### src/rtl/bt_request_arbiter_if.sv
// Requester-side byte streams and FIFO write port of the BlueTooth request arbiter.
// master: the arbiter side; slave: the requesters/FIFO environment.
interface bt_request_arbiter_if #(
  parameter int unsigned DATA_WIDTH = 8
);
  logic [1:0]              req_vld;
  logic [2*DATA_WIDTH-1:0] req_data;
  logic [1:0]              req_last;
  logic [1:0]              req_rdy;
  logic [DATA_WIDTH-1:0]   fifo_wr_data;
  logic                    fifo_wr_vld;
  logic                    fifo_wr_rdy;
  logic [1:0]              grant;
  logic                    busy;
  logic                    timeout_pulse;

  modport master (
    input  req_vld, req_data, req_last, fifo_wr_rdy,
    output req_rdy, fifo_wr_data, fifo_wr_vld, grant, busy, timeout_pulse
  );

  modport slave (
    output req_vld, req_data, req_last, fifo_wr_rdy,
    input  req_rdy, fifo_wr_data, fifo_wr_vld, grant, busy, timeout_pulse
  );
endinterface

### src/rtl/bt_request_arbiter.sv
// Frame-atomic round-robin arbiter sharing the request FIFO write port between the
// PC UART receive path (requester 0) and the command generator (requester 1).
module bt_request_arbiter #(
  parameter int unsigned DATA_WIDTH     = 8,
  parameter int unsigned TIMEOUT_CYCLES = 65535,
  parameter int unsigned TO_CNT_WIDTH   = 16
) (
  input logic                  clk,
  input logic                  rst,
  bt_request_arbiter_if.master bus
);

  localparam bit TimeoutEn = (TIMEOUT_CYCLES != 0);
  // Counter value on the idle cycle that completes the allowed idle budget.
  localparam logic [TO_CNT_WIDTH-1:0] ToLimit = TO_CNT_WIDTH'(TIMEOUT_CYCLES - 1);

  typedef enum logic {StArb, StXfer} state_e;

  state_e                  state_q, state_d;
  logic [1:0]              grant_q, grant_d;
  logic                    prio_q, prio_d;
  logic                    out_full_q, out_full_d;
  logic [DATA_WIDTH-1:0]   data_q, data_d;
  logic                    done_q, done_d;
  logic [TO_CNT_WIDTH-1:0] cnt_q, cnt_d;
  logic                    pulse_q, pulse_d;

  logic                  own;
  logic                  own_vld;
  logic                  own_last;
  logic [DATA_WIDTH-1:0] own_data;
  logic                  accept_en;
  logic                  in_acc;
  logic                  out_acc;

  assign own      = grant_q[1];
  assign own_vld  = own ? bus.req_vld[1]  : bus.req_vld[0];
  assign own_last = own ? bus.req_last[1] : bus.req_last[0];
  assign own_data = own ? bus.req_data[2*DATA_WIDTH-1:DATA_WIDTH]
                        : bus.req_data[DATA_WIDTH-1:0];

  // Single-entry output register: a new byte is taken only once the previous one left.
  assign accept_en = (state_q == StXfer) && !out_full_q && !done_q;
  assign in_acc    = accept_en && own_vld;
  assign out_acc   = out_full_q && bus.fifo_wr_rdy;

  always_comb begin
    state_d    = state_q;
    grant_d    = grant_q;
    prio_d     = prio_q;
    out_full_d = out_full_q;
    data_d     = data_q;
    done_d     = done_q;
    cnt_d      = cnt_q;
    pulse_d    = 1'b0;
    unique case (state_q)
      StArb: begin
        if (|bus.req_vld) begin
          state_d = StXfer;
          done_d  = 1'b0;
          cnt_d   = '0;
          if (bus.req_vld[prio_q]) begin
            grant_d = prio_q ? 2'b10 : 2'b01;
          end else begin
            grant_d = prio_q ? 2'b01 : 2'b10;
          end
        end
      end
      StXfer: begin
        if (in_acc) begin
          out_full_d = 1'b1;
          data_d     = own_data;
          done_d     = own_last;
          cnt_d      = '0;
        end else if (accept_en) begin
          if (TimeoutEn && (cnt_q == ToLimit)) begin
            state_d = StArb;
            grant_d = 2'b00;
            prio_d  = ~own;
            cnt_d   = '0;
            pulse_d = 1'b1;
          end else begin
            cnt_d = cnt_q + TO_CNT_WIDTH'(1);
          end
        end
        if (out_acc) begin
          out_full_d = 1'b0;
          if (done_q) begin
            state_d = StArb;
            grant_d = 2'b00;
            prio_d  = ~own;
          end
        end
      end
      default: state_d = StArb;
    endcase
  end

  always_ff @(posedge clk or posedge rst) begin
    if (rst) begin
      state_q    <= StArb;
      grant_q    <= 2'b00;
      prio_q     <= 1'b0;
      out_full_q <= 1'b0;
      data_q     <= '0;
      done_q     <= 1'b0;
      cnt_q      <= '0;
      pulse_q    <= 1'b0;
    end else begin
      state_q    <= state_d;
      grant_q    <= grant_d;
      prio_q     <= prio_d;
      out_full_q <= out_full_d;
      data_q     <= data_d;
      done_q     <= done_d;
      cnt_q      <= cnt_d;
      pulse_q    <= pulse_d;
    end
  end

  assign bus.req_rdy       = accept_en ? grant_q : 2'b00;
  assign bus.fifo_wr_vld   = out_full_q;
  assign bus.fifo_wr_data  = data_q;
  assign bus.grant         = grant_q;
  assign bus.busy          = (state_q == StXfer);
  assign bus.timeout_pulse = pulse_q;

endmodule

### src/flat_wrapper.sv
// flat-port wrapper written by rule: the top's interface ports become plain ports
module bt_request_arbiter_flat 
#(
  parameter int unsigned DATA_WIDTH     = 8,
  parameter int unsigned TIMEOUT_CYCLES = 65535,
  parameter int unsigned TO_CNT_WIDTH   = 16
)
  (clk, rst, bus_req_vld, bus_req_data, bus_req_last, bus_fifo_wr_rdy, bus_req_rdy, bus_fifo_wr_data, bus_fifo_wr_vld, bus_grant, bus_busy, bus_timeout_pulse);
  bt_request_arbiter_if #(.DATA_WIDTH(DATA_WIDTH)) bus_i ();
  input logic clk;
  input logic rst;
  input wire logic [$bits(bus_i.req_vld)-1:0] bus_req_vld;
  input wire logic [$bits(bus_i.req_data)-1:0] bus_req_data;
  input wire logic [$bits(bus_i.req_last)-1:0] bus_req_last;
  input wire logic [$bits(bus_i.fifo_wr_rdy)-1:0] bus_fifo_wr_rdy;
  output wire logic [$bits(bus_i.req_rdy)-1:0] bus_req_rdy;
  output wire logic [$bits(bus_i.fifo_wr_data)-1:0] bus_fifo_wr_data;
  output wire logic [$bits(bus_i.fifo_wr_vld)-1:0] bus_fifo_wr_vld;
  output wire logic [$bits(bus_i.grant)-1:0] bus_grant;
  output wire logic [$bits(bus_i.busy)-1:0] bus_busy;
  output wire logic [$bits(bus_i.timeout_pulse)-1:0] bus_timeout_pulse;
  assign bus_i.req_vld = bus_req_vld;
  assign bus_i.req_data = bus_req_data;
  assign bus_i.req_last = bus_req_last;
  assign bus_i.fifo_wr_rdy = bus_fifo_wr_rdy;
  assign bus_req_rdy = bus_i.req_rdy;
  assign bus_fifo_wr_data = bus_i.fifo_wr_data;
  assign bus_fifo_wr_vld = bus_i.fifo_wr_vld;
  assign bus_grant = bus_i.grant;
  assign bus_busy = bus_i.busy;
  assign bus_timeout_pulse = bus_i.timeout_pulse;
  bt_request_arbiter #(.DATA_WIDTH(DATA_WIDTH), .TIMEOUT_CYCLES(TIMEOUT_CYCLES), .TO_CNT_WIDTH(TO_CNT_WIDTH)) u_core (.clk(clk), .rst(rst), .bus(bus_i));
endmodule
### config.mk
export PLATFORM = sky130hd
export DESIGN_NAME = bt_request_arbiter_flat
export DESIGN_NICKNAME = d
export VERILOG_FILES = /design/src/rtl/bt_request_arbiter_if.sv /design/src/rtl/bt_request_arbiter.sv /design/src/flat_wrapper.sv
export SDC_FILE = /design/constraint.sdc
export NUM_CORES = 1
export LEC_CHECK = 0
export CAP_MARGIN = 25
export CORE_ASPECT_RATIO = 0.75
export CORE_MARGIN = 4
export CORE_UTILIZATION = 40
export CTS_BUF_LIST = sky130_fd_sc_hd__clkbuf_2
export DETAILED_ROUTE_END_ITERATION = 16
export PLACE_DENSITY = 0.63
export SYNTH_ARGS = -nofsm -noshare
export SYNTH_HDL_FRONTEND = slang
export SYNTH_SLANG_ARGS = --single-unit
### constraint.sdc
create_clock -name clk -period 1.8 [get_ports clk]
set_input_delay 0.36 -clock clk [delete_from_list [all_inputs] [get_ports clk]]
set_output_delay 0.36 -clock clk [all_outputs]
set_load 0.03 [all_outputs]
# Word level (Yosys, flattened, before mapping)
# Index checks and enable logic that the tools add are counted.
[totals] wordCells=70 output_inout_bits=15 in_bits=23 reg_bits=31
[op_classes] reduce_logical=12 bitwise_logic=2 mux=42 add_sub_neg=1 magnitude_cmp=1 n_eq_ne=4
[op_table] op="16-bit 2-to-1 mux" count=4
[op_table] op="16-bit one-hot mux with 2 select lines" count=1
[op_table] op="1-bit 2-to-1 mux" count=23
[op_table] op="2-bit 2-to-1 mux" count=10
[op_table] op="16-bit by 1-bit adder with 16-bit output (second input constant)" count=1
[op_table] op="16-bit == test (second input constant)" count=1
[op_table] op="8-bit 2-to-1 mux" count=1
[op_table] op="2-bit AND reduction" count=4
[op_table] op="1-bit logical AND" count=4
[op_table] op="1-bit one-hot mux with 2 select lines" count=2
[op_table] op="2-bit one-hot mux with 2 select lines" count=1
[op_table] op="3-bit inequality test (second input constant)" count=1
[op_table] op="1-bit zero test" count=2
[op_table] op="1-bit by 2-bit < comparator with 1-bit output (second input constant)" count=1
[op_table] op="2-bit by 1-bit inequality test with 1-bit output (second input constant)" count=1
[op_table] op="2-bit inequality test (second input constant)" count=1
[op_table] op="1-bit inverter" count=2
[op_table] op="2-bit nonzero test" count=1
[op_table] op="2-bit OR reduction" count=1

# Depth between registers and ports, before layout
[logic_depth] word_depth=8 mapped_depth=8 mapped_depth_nobuf=7

# Least setup slack after synthesis
# No wires, ideal clock.
[synth_path] path_type="register to output" start="register u_core.grant_q[1] (netlist: u_core.bus.grant[1])" end="output port bus_req_rdy[1]" path_stages_with_launch=3 required_time_ns=1.440 arrival_ns=1.410 path_slack_ns=0.030 n_path_buf=1 path_cell_list="dfrtp_1 -> buf_1 -> and3_1"
[synth_between] elab_chain_cells=1
[synth_lines] item="start, declared" line_no="bt_request_arbiter.sv:20" source="logic [1:0] grant_q, grant_d;"
[synth_lines] item="start signal, assigned" line_no="bt_request_arbiter.sv:111" source="grant_q <= grant_d;"
[synth_lines] item="2-bit 2-to-1 mux" line_no="bt_request_arbiter.sv:121" source="assign bus.req_rdy = accept_en ? grant_q : 2'b00;"
[synth_lines] item="end, declared" line_no="flat_wrapper.sv:16" source="output wire logic [$bits(bus_i.req_rdy)-1:0] bus_req_rdy;"
# No other way between the ends.

# Worst setup path after layout
[layout_path] start="register u_core.cnt_q[0]" end="register u_core.cnt_q[4]"
[layout_between] elab_chain_cells=5 word_cells_on_any_way=6 cone_classes="add/sub: 1; eq/ne: 1; mux: 4"
[layout_lines] item="start, declared" line_no="bt_request_arbiter.sv:25" source="logic [TO_CNT_WIDTH-1:0] cnt_q, cnt_d;"
[layout_lines] item="start signal, assigned" line_no="bt_request_arbiter.sv:116" source="cnt_q <= cnt_d;"
[layout_lines] item="16-bit by 1-bit adder with 16-bit output or 16-bit == test (tied branches)" line_no="bt_request_arbiter.sv:83, bt_request_arbiter.sv:76"
[layout_lines] item="16-bit 2-to-1 mux *" line_no="bt_request_arbiter.sv:76" source="if (TimeoutEn && (cnt_q == ToLimit)) begin"
[layout_lines] item="16-bit 2-to-1 mux *" line_no="bt_request_arbiter.sv:75" source="end else if (accept_en) begin"
[layout_lines] item="16-bit 2-to-1 mux *" line_no="bt_request_arbiter.sv:70" source="if (in_acc) begin"
[layout_lines] item="16-bit one-hot mux with 2 select lines *" line_no="bt_request_arbiter.sv:56" source="unique case (state_q)"
# Mark *: on every way between the ends. The rest lies on a longest branch, timed or not. The select of a mux whose other input is x is not followed.
# A chain may end at the register's enable or synchronous reset.

==> metrics.md <==
| Metric | Value |
|---|---|
| Power per Cell Area | 1390 nW/µm² |
| Final setup violation count | 0 |
| Run status | completed |
| Count of buffers from port buffering | 37 |
| Maximum clock frequency | 0.569 GHz |
| Number of antenna violations at the first check in global routing | 0 |
| Relative slew margins | 73.3% |
| CTS tree | done |
| Portion of the post-synthesis area used by sequential elements | 47.4% |
| Fraction of registers with async set or reset after synthesis | 100% |
| Post-synthesis average cell area | 9.58 µm² |
| DRT iter0 DRCs | 67 |
| Actual slew at the worst max-slew pin | 401 ps |
| Number of global-route vias before repair | 1375 |
| Global-route wire length before repair | 6.47 mm |
| Clock slew at reported path FFs | 160 ps |
| Most area-consuming cells after synthesis | dfrtp_1 47%, nor2_1 6.0%, a21oi_1 4.9%, mux2i_1 4.9%, nand2_1 3.2% |
| Crit path time final | 1760 ps |
| Post-synthesis cell count | 171 |
| Largest buffer count on any clock path | 2 |
| Hpwl dp | 2.93 mm |
| Combined flip-flop and latch cell area | 781 µm² |
| Largest fanout on the critical path | 6 |
| Clk root buf | clkbuf_2 |
| Cell area after synthesis | 1640 µm² |
| Static leakage | 1.03 nW |
| Synthesized netlist net count | 196 |
| Kind of start point of the critical path | register |
| Effective utilization at floorplan | 43.1% |
| Worst-case setup margin in the final layout | 41.4 ps |
| Maximum level of the CTS H-tree | 2 |
| Horizontal die dimension | 81.9 µm |
| Final standard cell count with taps included and fillers excluded | 281 |
| EDFF count, synth | 0 |
| Vias after detailed routing | 1467 |
| CP Data Required Time | 2070 ps |
| Via density per instance | 5.22 |
| 1st-pass router iterations | 6 |
| Wirelength, routed | 3.90 mm |
| Detailed-route DRC error count | 0 |
| Sort of element at the end of the critical path | register |
| Critical path arrival | 2030 ps |
| Number of max-slew violations in the final report | 0 |
| Number of primary I/O pins | 38 |
| Origin of the critical flop-to-flop path | u_core.cnt_q[0] |
| Placed cell count | 271 |
| Final clock period utilization by the worst path | 97.7% |
| Clock latency of the later-clocked register in the worst-skew pair | 360 ps |
| HP Class | input port to asynchronous set/reset pin |
| Area of the multi-input gates | 858 µm² |
| Ratio of cells with drive above 1 in the final layout | 23.1% |
| Distinct cell type count after synthesis | 43 |
| Commonest register cell after synthesis | dfrtp_1 |
| Count of nets left with antenna violations after detail routing | 0 |
| Area share of the largest cell type after synthesis | 47.4% |
| Layout Area Growth over Synthesis | 39.1% |
| Num Clock Sinks | 31 |
| Number of buffers inserted during clock tree synthesis | 5 |
| Unrepaired setup endpoints after global routing | yes |
| Fill cell total of the finished layout | 340 |
| Pin count of the biggest net entering global routing | 32 |
| Post-placement setup slack | -203 ps |
| Beginning of the critical path | u_core.cnt_q[0] |
| Cell taking the most area after synthesis | dfrtp_1 |
| Core Region | 3800 µm² |
| Final net count | 253 |
| Routability congestion estimate | 0.843 |
| Count of final hold-check violations | 0 |
| Flip-flop and latch count after synthesis | 31 |
| Cell row count | 19 |
| Die area | 5190 µm² |
| Max_cap viols | 0 |
| Peak supply drop | 0.562 mV |
| Diode count | 0 |
| CP Class | register to register |
| Ys Warns | 0 |
| Worst clock skew on the final layout | 9.27 ps |
| Final global-route overflow total | 0 |
| DIE HEIGHT | 63.4 µm |
| Post-detailed-route wirelength per cell | 13.9 µm |
| Total global routing track utilization | 16.2% |
## metal layers
metal / global-route usage, % / up-vias / part of all wire, %
met2: 24.4 / 29 / 48
met5: 0 / - / 0
met1: 21.8 / 721 / 46
li1: - / 710 / -
met4: 5.39 / 0 / 1.2
met3: 5.13 / 7 / 5.3
## synthesized netlist by cell type (2+ instances only)
library cell  instances
dfrtp_1              31
nor2_1               26
a21oi_1              16
nand2_1              14
mux2i_1               8
nand3_1               8
inv_1                 6
nor3_1                6
xnor2_1               6
and3_1                4
o21ai_0               4
a21o_1                3
nand2b_1              3
nand4_1               3
ha_1                  2
nor2_2                2
nor4_4                2
xor2_1                2
## worst max-delay path, stage by stage, from the launching register on
cell and delay, ps:
dfrtp_2 470, inv_2 80, ha_4 120, nand4_1 150, nor4_4 230, buf_4 170
nor2_4 60, a21o_1 170, a32o_2 210
## power by group
group | switching, mW | internal, mW
Combinational | 0.962 | 0.736
Sequential | 0.222 | 0.924
Clock | 0.237 | 0.0935
## path summary, 6_finish.rpt
path                       slack [ps]                          to  cells past startpoint
setup / recovery                   40             u_core.cnt_q[4]                      8
hold / removal                    370  u_core.bus.fifo_wr_data[6]                      3
setup reg to reg                   40             u_core.cnt_q[4]                      8
hold reg to reg                   520               u_core.prio_q                      2
max in group asynchronous        1110             u_core.bus.busy                      3
min in group clk                  520               u_core.prio_q                      2
## sequential cells by signal, summed over array words and instances, names as in the netlist
name                      count
u_core.bus.grant              2
u_core.bus.fifo_wr_vld        1
u_core.bus.fifo_wr_data       8
u_core.prio_q                 1
u_core.cnt_q                 16
u_core.bus.busy               1
u_core.bus.timeout_pulse      1
u_core.done_q                 1
## cell families (layout without fill, tap and decap cells)
family / count (synthesis) / after routing / synth area share, %
AOI/OAI and AO/OA: 33 / 33 / 12.6
DFF: 31 / 31 / 47.4
buffers and inverters: 10 / 68 / 2.83
muxes: 10 / 10 / 6.42
xor gates and xnor gates: 8 / 8 / 4.28
and+or+nand+nor: 77 / 77 / 25.0
adders and majority gates: 2 / 2 / 1.53
## repair_timing
item | CTS | global route
gates resized for setup | 8 | 21
buffers inserted | 0 | 2
pin swaps | 1 | 5
setup endpoints to repair | 10 | 20
hold buffers | 0 | 0
## cell type report
type                       instances  share of cell area [%]
tap                               52                    2.86
sequential                        31                    34.3
timing repair buffer              54                    22.6
clock buffer                       6                    1.32
inverter                           6                   0.988
multi-input combinational        130                    37.7
clock inverter                     2                   0.329
## metrics by stage
step                      power [mW]  hold slack (ps)  utilization, %  cell area [µm²]  TNS [ps]
after detailed placement        2.83              497            57.0             2170     -2210
after global placement          2.79              474            57.0             2170     -1820
after floorplan                 2.14              450               -             1640         0
final                           3.17              374            59.9             2280         0
after global routing            3.42              395            59.9             2280     -68.1
after CTS                       3.12              369            57.8             2200         0
## placed cells by master, fill, tap and decap left out, types with 6 or more instances in the layout
master	n
a21oi_1	14
nand3_1	7
nand2_1	13
clkdlybuf4s50_1	22
dlygate4sd2_1	7
xnor2_1	6
dfrtp_1	27
clkbuf_2	6
mux2i_1	8
nor2_1	25
buf_4	17
(Power assumes the default switching activity.)
